[config.mk]
export PLATFORM = sky130hd
export DESIGN_NAME = branch_ctrl_flat
export DESIGN_NICKNAME = d
export VERILOG_FILES = /design/src/rtl/branch_pkg.sv /design/src/rtl/branch_ctrl_if.sv /design/src/rtl/branch_ctrl_bht_array.sv /design/src/rtl/branch_ctrl.sv /design/src/flat_wrapper.sv
export SDC_FILE = /design/constraint.sdc
export NUM_CORES = 1
export LEC_CHECK = 0
export CORE_ASPECT_RATIO = 0.75
export CORE_MARGIN = 3
export CORE_UTILIZATION = 35
export CTS_CLUSTER_DIAMETER = 80
export CTS_CLUSTER_SIZE = 10
export DETAILED_ROUTE_END_ITERATION = 8
export PLACE_DENSITY = 0.62
export SLEW_MARGIN = 25
export SYNTH_ARGS = -nofsm -noshare
export SYNTH_HDL_FRONTEND = slang
export SYNTH_SLANG_ARGS = --single-unit
[constraint.sdc]
create_clock -name clk -period 6.7 [get_ports clk]
set_input_delay 1.675 -clock clk [delete_from_list [all_inputs] [get_ports clk]]
set_output_delay 1.675 -clock clk [all_outputs]
set_load 0.05 [all_outputs]
[src/rtl/branch_pkg.sv]
// Shared types, constants and the saturating-counter helper for the branch controller.
// Optional statistics counters are enabled with the BRANCH_STATS_EN macro.
package branch_pkg;

    localparam int unsigned XLEN_DEF      = 32;
    localparam int unsigned BHT_IDX_W_DEF = 6;
    localparam int unsigned FLUSH_CYC_DEF = 2;

    typedef logic [1:0] bht_cnt_t;

    localparam bht_cnt_t BHT_SNT = 2'b00;
    localparam bht_cnt_t BHT_WNT = 2'b01;
    localparam bht_cnt_t BHT_WT  = 2'b10;
    localparam bht_cnt_t BHT_ST  = 2'b11;

    typedef enum logic [1:0] {
        IDLE     = 2'd0,
        REDIRECT = 2'd1,
        FLUSH    = 2'd2
    } brctl_state_t;

    // Two-bit saturating counter step toward the resolved outcome
    function automatic bht_cnt_t bht_next(input bht_cnt_t cur, input logic taken);
        if (taken) begin
            return (cur == BHT_ST) ? BHT_ST : bht_cnt_t'(cur + 2'd1);
        end
        return (cur == BHT_SNT) ? BHT_SNT : bht_cnt_t'(cur - 2'd1);
    endfunction

endpackage

[src/rtl/branch_ctrl_if.sv]
// Fetch/execute/redirect bundle between the pipeline and the branch controller.
// Optional statistics outputs (BRANCH_STATS_EN) live on the controller, not here.
interface branch_ctrl_if #(
    parameter int unsigned XLEN = 32
);
    logic            if_valid;
    logic [XLEN-1:0] if_pc;
    logic            if_pred_taken;

    logic            ex_valid;
    logic            ex_branch;
    logic [XLEN-1:0] ex_pc;
    logic            ex_pred_taken;
    logic            ex_taken;
    logic [XLEN-1:0] ex_target;

    logic            redirect_valid;
    logic [XLEN-1:0] redirect_pc;
    logic            flush;

    modport master (
        output if_valid, if_pc,
        output ex_valid, ex_branch, ex_pc, ex_pred_taken, ex_taken, ex_target,
        input  if_pred_taken, redirect_valid, redirect_pc, flush
    );

    modport slave (
        input  if_valid, if_pc,
        input  ex_valid, ex_branch, ex_pc, ex_pred_taken, ex_taken, ex_target,
        output if_pred_taken, redirect_valid, redirect_pc, flush
    );
endinterface

[src/rtl/branch_ctrl_bht_array.sv]
// Branch history table: async read port, sync saturating-update port, async reset to weakly not-taken.
// Used by branch_ctrl in every build, with or without BRANCH_STATS_EN.
module bht_array
    import branch_pkg::*;
#(
    parameter int unsigned IDX_W = 6
) (
    input  logic             clk,
    input  logic             rstn,
    input  logic [IDX_W-1:0] rd_idx,
    output bht_cnt_t         rd_cnt,
    input  logic             wr_en,
    input  logic [IDX_W-1:0] wr_idx,
    input  logic             wr_taken
);
    localparam int unsigned DEPTH = 1 << IDX_W;

    bht_cnt_t mem [DEPTH];

    // Read returns the stored value; a same-cycle write lands at the edge
    always_ff @(posedge clk or negedge rstn) begin
        if (!rstn) begin
            for (int i = 0; i < int'(DEPTH); i++) begin
                mem[i] <= BHT_WNT;
            end
        end else if (wr_en) begin
            mem[wr_idx] <= bht_next(mem[wr_idx], wr_taken);
        end
    end

    assign rd_cnt = mem[rd_idx];

endmodule

[src/rtl/branch_ctrl.sv]
// Branch prediction lookup plus misprediction redirect and timed flush.
// Define BRANCH_STATS_EN to add stat_branches / stat_mispredicts counters.
module branch_ctrl
    import branch_pkg::*;
#(
    parameter int unsigned XLEN         = XLEN_DEF,
    parameter int unsigned BHT_IDX_W    = BHT_IDX_W_DEF,
    parameter int unsigned FLUSH_CYCLES = FLUSH_CYC_DEF
) (
    input  logic            clk,
    input  logic            rstn,
    branch_ctrl_if.slave    bus
`ifdef BRANCH_STATS_EN
    ,
    output logic [31:0]     stat_branches,
    output logic [31:0]     stat_mispredicts
`endif
);
    localparam int unsigned CNT_W = (FLUSH_CYCLES > 1) ? $clog2(FLUSH_CYCLES) : 1;

    brctl_state_t    state, state_nxt;
    logic [CNT_W-1:0] cnt, cnt_nxt;
    logic [XLEN-1:0] rpc_q, rpc_nxt;
    logic            rv_q, rv_nxt;
    logic            flush_q, flush_nxt;

    logic            resolve;
    logic            mispredict;
    bht_cnt_t        rd_cnt;
    logic            unused_bits;

    assign resolve    = bus.ex_valid & bus.ex_branch & (state == IDLE);
    assign mispredict = resolve & (bus.ex_taken != bus.ex_pred_taken);

    bht_array #(
        .IDX_W (BHT_IDX_W)
    ) u_bht (
        .clk      (clk),
        .rstn     (rstn),
        .rd_idx   (bus.if_pc[BHT_IDX_W+1:2]),
        .rd_cnt   (rd_cnt),
        .wr_en    (resolve),
        .wr_idx   (bus.ex_pc[BHT_IDX_W+1:2]),
        .wr_taken (bus.ex_taken)
    );

    assign bus.if_pred_taken = rd_cnt[1] & bus.if_valid;
    assign unused_bits = ^{bus.if_pc[XLEN-1:BHT_IDX_W+2], bus.if_pc[1:0], rd_cnt[0]};

    // State, counter and registered outputs
    always_ff @(posedge clk or negedge rstn) begin
        if (!rstn) begin
            state   <= IDLE;
            cnt     <= '0;
            rpc_q   <= '0;
            rv_q    <= 1'b0;
            flush_q <= 1'b0;
        end else begin
            state   <= state_nxt;
            cnt     <= cnt_nxt;
            rpc_q   <= rpc_nxt;
            rv_q    <= rv_nxt;
            flush_q <= flush_nxt;
        end
    end

    // Next state; outputs are decoded from the next state so they are flop-driven
    always_comb begin
        state_nxt = state;
        cnt_nxt   = cnt;
        rpc_nxt   = rpc_q;
        case (state)
            IDLE: begin
                if (mispredict) begin
                    rpc_nxt   = bus.ex_taken ? bus.ex_target : XLEN'(bus.ex_pc + XLEN'(4));
                    state_nxt = REDIRECT;
                end
            end
            REDIRECT: begin
                cnt_nxt   = CNT_W'(FLUSH_CYCLES - 1);
                state_nxt = (FLUSH_CYCLES > 1) ? FLUSH : IDLE;
            end
            FLUSH: begin
                cnt_nxt = cnt - CNT_W'(1);
                if (cnt <= CNT_W'(1)) begin
                    cnt_nxt   = '0;
                    state_nxt = IDLE;
                end
            end
            default: begin
                state_nxt = IDLE;
                cnt_nxt   = '0;
            end
        endcase
        rv_nxt    = (state_nxt == REDIRECT);
        flush_nxt = (state_nxt != IDLE);
    end

    assign bus.redirect_valid = rv_q;
    assign bus.redirect_pc    = rpc_q;
    assign bus.flush          = flush_q;

`ifdef BRANCH_STATS_EN
    // Free-running event counters, wrap at 2^32
    always_ff @(posedge clk or negedge rstn) begin
        if (!rstn) begin
            stat_branches    <= '0;
            stat_mispredicts <= '0;
        end else begin
            if (resolve)    stat_branches    <= stat_branches + 32'd1;
            if (mispredict) stat_mispredicts <= stat_mispredicts + 32'd1;
        end
    end
`endif

endmodule

[src/flat_wrapper.sv]
// flat-port wrapper written by rule: the top's interface ports become plain ports
module branch_ctrl_flat import branch_pkg::*;
#(
    parameter int unsigned XLEN         = XLEN_DEF,
    parameter int unsigned BHT_IDX_W    = BHT_IDX_W_DEF,
    parameter int unsigned FLUSH_CYCLES = FLUSH_CYC_DEF
)
  (clk, rstn, bus_if_valid, bus_if_pc, bus_ex_valid, bus_ex_branch, bus_ex_pc, bus_ex_pred_taken, bus_ex_taken, bus_ex_target, bus_if_pred_taken, bus_redirect_valid, bus_redirect_pc, bus_flush);
  branch_ctrl_if #(.XLEN(XLEN)) bus_i ();
  input  logic clk;
  input  logic rstn;
  input wire logic [$bits(bus_i.if_valid)-1:0] bus_if_valid;
  input wire logic [$bits(bus_i.if_pc)-1:0] bus_if_pc;
  input wire logic [$bits(bus_i.ex_valid)-1:0] bus_ex_valid;
  input wire logic [$bits(bus_i.ex_branch)-1:0] bus_ex_branch;
  input wire logic [$bits(bus_i.ex_pc)-1:0] bus_ex_pc;
  input wire logic [$bits(bus_i.ex_pred_taken)-1:0] bus_ex_pred_taken;
  input wire logic [$bits(bus_i.ex_taken)-1:0] bus_ex_taken;
  input wire logic [$bits(bus_i.ex_target)-1:0] bus_ex_target;
  output wire logic [$bits(bus_i.if_pred_taken)-1:0] bus_if_pred_taken;
  output wire logic [$bits(bus_i.redirect_valid)-1:0] bus_redirect_valid;
  output wire logic [$bits(bus_i.redirect_pc)-1:0] bus_redirect_pc;
  output wire logic [$bits(bus_i.flush)-1:0] bus_flush;
  assign bus_i.if_valid = bus_if_valid;
  assign bus_i.if_pc = bus_if_pc;
  assign bus_i.ex_valid = bus_ex_valid;
  assign bus_i.ex_branch = bus_ex_branch;
  assign bus_i.ex_pc = bus_ex_pc;
  assign bus_i.ex_pred_taken = bus_ex_pred_taken;
  assign bus_i.ex_taken = bus_ex_taken;
  assign bus_i.ex_target = bus_ex_target;
  assign bus_if_pred_taken = bus_i.if_pred_taken;
  assign bus_redirect_valid = bus_i.redirect_valid;
  assign bus_redirect_pc = bus_i.redirect_pc;
  assign bus_flush = bus_i.flush;
  branch_ctrl #(.XLEN(XLEN), .BHT_IDX_W(BHT_IDX_W), .FLUSH_CYCLES(FLUSH_CYCLES)) u_core (.clk(clk), .rstn(rstn), .bus(bus_i));
endmodule
==> tab_implementation.tex, run 1 <==
\begin{tabular}{lr}
\hline
Metric & Value \\
\hline
\multicolumn{2}{l}{\textbf{Synth}} \\
Number of distinct library cells after synthesis & between 50 and 60 \\
Post-Syn Area & 8930 um2 \\
Number of synthesized register bits & 164 \\
Syn Nets & 1003 \\
Number of enable flip-flop cells after synthesis & 0 \\
Yosys warns & 0 \\
Sequential cell area fraction in the yosys report & around 47\% \\
Commonest register cell after synthesis & sky130\_fd\_sc\_hd\_\_dfrtp\_1 \\
Synthesized netlist cell count & 899 \\
Synth async-reset ratio & 100\% \\
Average instance area after synthesis & 9.94 um2 \\
\multicolumn{2}{l}{\textbf{Placement}} \\
Count of input and output buffers & 111 \\
Cell area after placement & 10300 um2 \\
Routability cong. & 0.846 \\
HPWL after DPL & about 18000 um \\
\multicolumn{2}{l}{\textbf{STA}} \\
Highest clock frequency the design can meet & 0.166 GHz \\
Worst slew pin tran & 1.08 ns \\
Final setup violation count & 0 \\
Max-slew violation count & 0 \\
Final number of hold-violating endpoints & 0 \\
Unrepaired setup endpoints after global routing & false \\
Worst max-slew margin expressed relative to the limit & 28.0\% \\
Worst-case clock skew & 0.0110 ns \\
Total negative slack & 0 ns \\
Final period utilization & 90.2\% \\
Time the worst path needs with I/O delays and setup & 6.04 ns \\
\multicolumn{2}{l}{\textbf{Detailed routing}} \\
Pre-antenna DRT Iters & 5 \\
Drt drc & 0 \\
Detailed router's first-iteration violation count & 650 \\
Number of nets still failing antenna checks after routing & 0 \\
Via count & 6981 \\
Vias per inst & 5.23 \\
Aggregate routed wire length & 26000 um \\
Routed wire length per instance & 19.5 um \\
\multicolumn{2}{l}{\textbf{Pwr}} \\
VDD IR max & 150 uV \\
Cell Pwr Density & 265 nW/um2 \\
Leakage component of the power & 4.29 nW \\
\multicolumn{2}{l}{\textbf{Global routing}} \\
Global-route congestion overflow total & 0 \\
Largest net degree at the start of global routing & between 70 and 80 \\
First-pass GRT wire length & 41000 um \\
Gr usage total & roughly a fifth \\
Initial antenna violation count & 1 \\
Via count of the first global-routing pass & 6910 \\
\multicolumn{2}{l}{\textbf{Setup path}} \\
Biggest fanout along the worst timing path & 16 \\
Required @ worst endpoint & about 5.0 ns \\
Critical path data arrival time & around 4.4 ns \\
Type of destination of the critical path & output port \\
Setup Crit Path Kind & in2out \\
Critical Path Start Type & primary input \\
\multicolumn{2}{l}{\textbf{Clock network}} \\
Clock slew at reported path FFs & 0.07 ns \\
Clock buffer count from CTS & 17 \\
Number of gates resized after cts & 0 \\
Clock Latency Late Sink & 0.43 ns \\
CTS root buffer & sky130\_fd\_sc\_hd\_\_clkbuf\_16 \\
H-tree depth & 4 \\
CTS tree & built \\
Clock Sink Count & 164 \\
Maximum count of clock buffers along a single path & 2 \\
Post-CTS setup-driven buffer insertion count & 0 \\
\# hold bufs at CTS & 0 \\
\multicolumn{2}{l}{\textbf{Floorplan}} \\
FP Rows & 49 \\
Core region area & 24500 um2 \\
Number of primary I/O pins & between 100 and 150 \\
Initial core utilization & 36.4\% \\
Die outline width & 190 um \\
Die extent in y & 144 um \\
Die area & 27500 um2 \\
\multicolumn{2}{l}{\textbf{Run}} \\
Number of maximum-capacitance constraint violations & 0 \\
\multicolumn{2}{l}{\textbf{Worst hold path}} \\
Hold Path Class & reg2reg \\
\multicolumn{2}{l}{\textbf{Finish}} \\
Area growth, synth to finish & 22.5\% \\
Layout net count & between 1000 and 1500 \\
Non-Filler Cell Area, Final & 10900 um2 \\
Share of cells above drive strength 1 & 23.5\% \\
Number of diodes & 0 \\
\multicolumn{2}{l}{\textbf{Outcome}} \\
Outcome & finished, final reports clean \\
\hline
\end{tabular}
==> sequential cells by signal, summed over array words and instances, names as in the netlist <==
signal                     flops
u_core.u_bht.mem             128
u_core.bus.redirect_pc        32
u_core.state                   2
u_core.bus.flush               1
u_core.bus.redirect_valid      1
==> metal layers <==
| metal | global-route usage (%) | vias up | wire (um) |
|---|---|---|---|
| li1 | - | 3374 | - |
| met4 | 3.74 | 0 | 214 |
| met3 | 4.60 | 15 | 1450 |
| met1 | 29.1 | 3438 | 12500 |
| met2 | 28.9 | 154 | 11900 |
| met5 | 0 | - | 0 |
==> final cells by class <==
class	count	area [um2]
Inverter	9	33.8
Multi-Input combinational cell	671	4460
Clock inverter	12	140
Timing Repair Buffer	129	1240
Sequential cell	164	4180
Tap cell	331	414
Clock buffer	20	467
Fill cell	2354	13600
==> synth_stat cells, types with 8 or more instances <==
| library cell | instances | area [um2] |
|---|---|---|
| sky130_fd_sc_hd__nand2_1 | 246 | 923 |
| sky130_fd_sc_hd__mux2i_1 | 17 | 170 |
| sky130_fd_sc_hd__mux4_2 | 40 | 901 |
| sky130_fd_sc_hd__clkbuf_1 | 27 | 101 |
| sky130_fd_sc_hd__buf_2 | 12 | 60.1 |
| sky130_fd_sc_hd__o21ai_2 | 59 | 517 |
| sky130_fd_sc_hd__dfrtp_1 | 100 | 2500 |
| sky130_fd_sc_hd__xor2_1 | 17 | 149 |
| sky130_fd_sc_hd__o21ai_0 | 96 | 480 |
| sky130_fd_sc_hd__xnor2_1 | 11 | 96.3 |
| sky130_fd_sc_hd__nand3b_1 | 8 | 60.1 |
| sky130_fd_sc_hd__a21oi_1 | 21 | 105 |
| sky130_fd_sc_hd__dfstp_2 | 64 | 1680 |
| sky130_fd_sc_hd__o211ai_1 | 8 | 60.1 |
| sky130_fd_sc_hd__and3_1 | 12 | 75.1 |
| sky130_fd_sc_hd__nor2_1 | 26 | 97.6 |
| sky130_fd_sc_hd__nand3_1 | 16 | 80.1 |
==> power by group <==
group / internal (mW) / switching (mW)
combinational: 0.247 / 0.434
clock: 0.587 / 0.432
sequential: 1.13 / 0.0674
==> cells in the final DEF, fill, tap and decap left out, types with 11 or more instances in the layout <==
cell type / count
sky130_fd_sc_hd__and3_1: 12
sky130_fd_sc_hd__nand2_1: 246
sky130_fd_sc_hd__nand3_1: 16
sky130_fd_sc_hd__a21oi_1: 21
sky130_fd_sc_hd__dfstp_2: 64
sky130_fd_sc_hd__o21ai_2: 59
sky130_fd_sc_hd__dfrtp_1: 100
sky130_fd_sc_hd__clkdlybuf4s50_1: 105
sky130_fd_sc_hd__o21ai_0: 96
sky130_fd_sc_hd__buf_4: 18
sky130_fd_sc_hd__mux2i_1: 17
sky130_fd_sc_hd__nor2_1: 24
sky130_fd_sc_hd__xnor2_1: 11
sky130_fd_sc_hd__clkbuf_16: 17
sky130_fd_sc_hd__xor2_1: 17
sky130_fd_sc_hd__mux4_2: 40
==> worst paths after layout <==
path,depth (start not counted),from,endpoint,slack [ns]
worst max-delay path,7,bus_if_pc[2],bus_if_pred_taken,0.66
worst min-delay path,2,u_core.u_bht.mem[30]$_DFFE_PN1P_,u_core.u_bht.mem[30]$_DFFE_PN1P_,0.47
worst max register to register,8,u_core.u_bht.mem[2]$_DFFE_PN1P_,u_core.u_bht.mem[124]$_DFFE_PN1P_,3.27
worst min register to register,2,u_core.u_bht.mem[30]$_DFFE_PN1P_,u_core.u_bht.mem[30]$_DFFE_PN1P_,0.47
max in group asynchronous,2,rstn,u_core.u_bht.mem[85]$_DFFE_PN0P_,4.06
min in group asynchronous,1,rstn,u_core.bus.redirect_valid$_DFF_PN0_,1.21
==> through the flow <==
stage | setup WS [ns] | power (mW) | instances | utilization (%) | hold slack, ns
2_1_floorplan | 0.798 | 1.63 | 899 | - | 0.435
3_3_place_gp | 0.645 | 1.89 | 1304 | 42.1 | 0.457
3_5_place_dp | 0.646 | 1.90 | 1304 | 42.1 | 0.461
4_1_cts | 0.645 | 2.92 | 1336 | 44.6 | 0.470
5_1_grt | 0.564 | 3.03 | 1336 | 44.6 | 0.481
6_report | 0.659 | 2.90 | 1336 | 44.6 | 0.470
==> worst max-delay path: stages <==
cell	delay (ns)
sky130_fd_sc_hd__clkdlybuf4s50_1	0.45
sky130_fd_sc_hd__buf_4	0.32
sky130_fd_sc_hd__mux4_2	0.60
sky130_fd_sc_hd__mux4_2	0.48
sky130_fd_sc_hd__mux4_2	0.48
sky130_fd_sc_hd__and2_1	0.17
sky130_fd_sc_hd__buf_4	0.18
==> cells by family after synthesis <==
kind of cell	after synthesis	share of synthesized area (%)
flops	164	46.8
simple gates	358	17.7
xor+xnor	28	2.75
fa+ha+maj	3	0.378
compound gates	221	16.3
buf+inv	64	3.57
mux	61	12.5
No activity file was read; power rests on OpenSTA's default activity.
==> run 2: changes to the inputs <==
--- a/config.mk
+++ b/config.mk
@@ -11,6 +11,7 @@
 export CTS_CLUSTER_DIAMETER = 80
 export CTS_CLUSTER_SIZE = 10
 export DETAILED_ROUTE_END_ITERATION = 8
+export HOLD_SLACK_MARGIN = 0.05
 export PLACE_DENSITY = 0.62
 export SLEW_MARGIN = 25
 export SYNTH_ARGS = -nofsm -noshare
==> results of run 2 <==
Same layout as run 1: the final DEF is identical, and so are final timing and power.
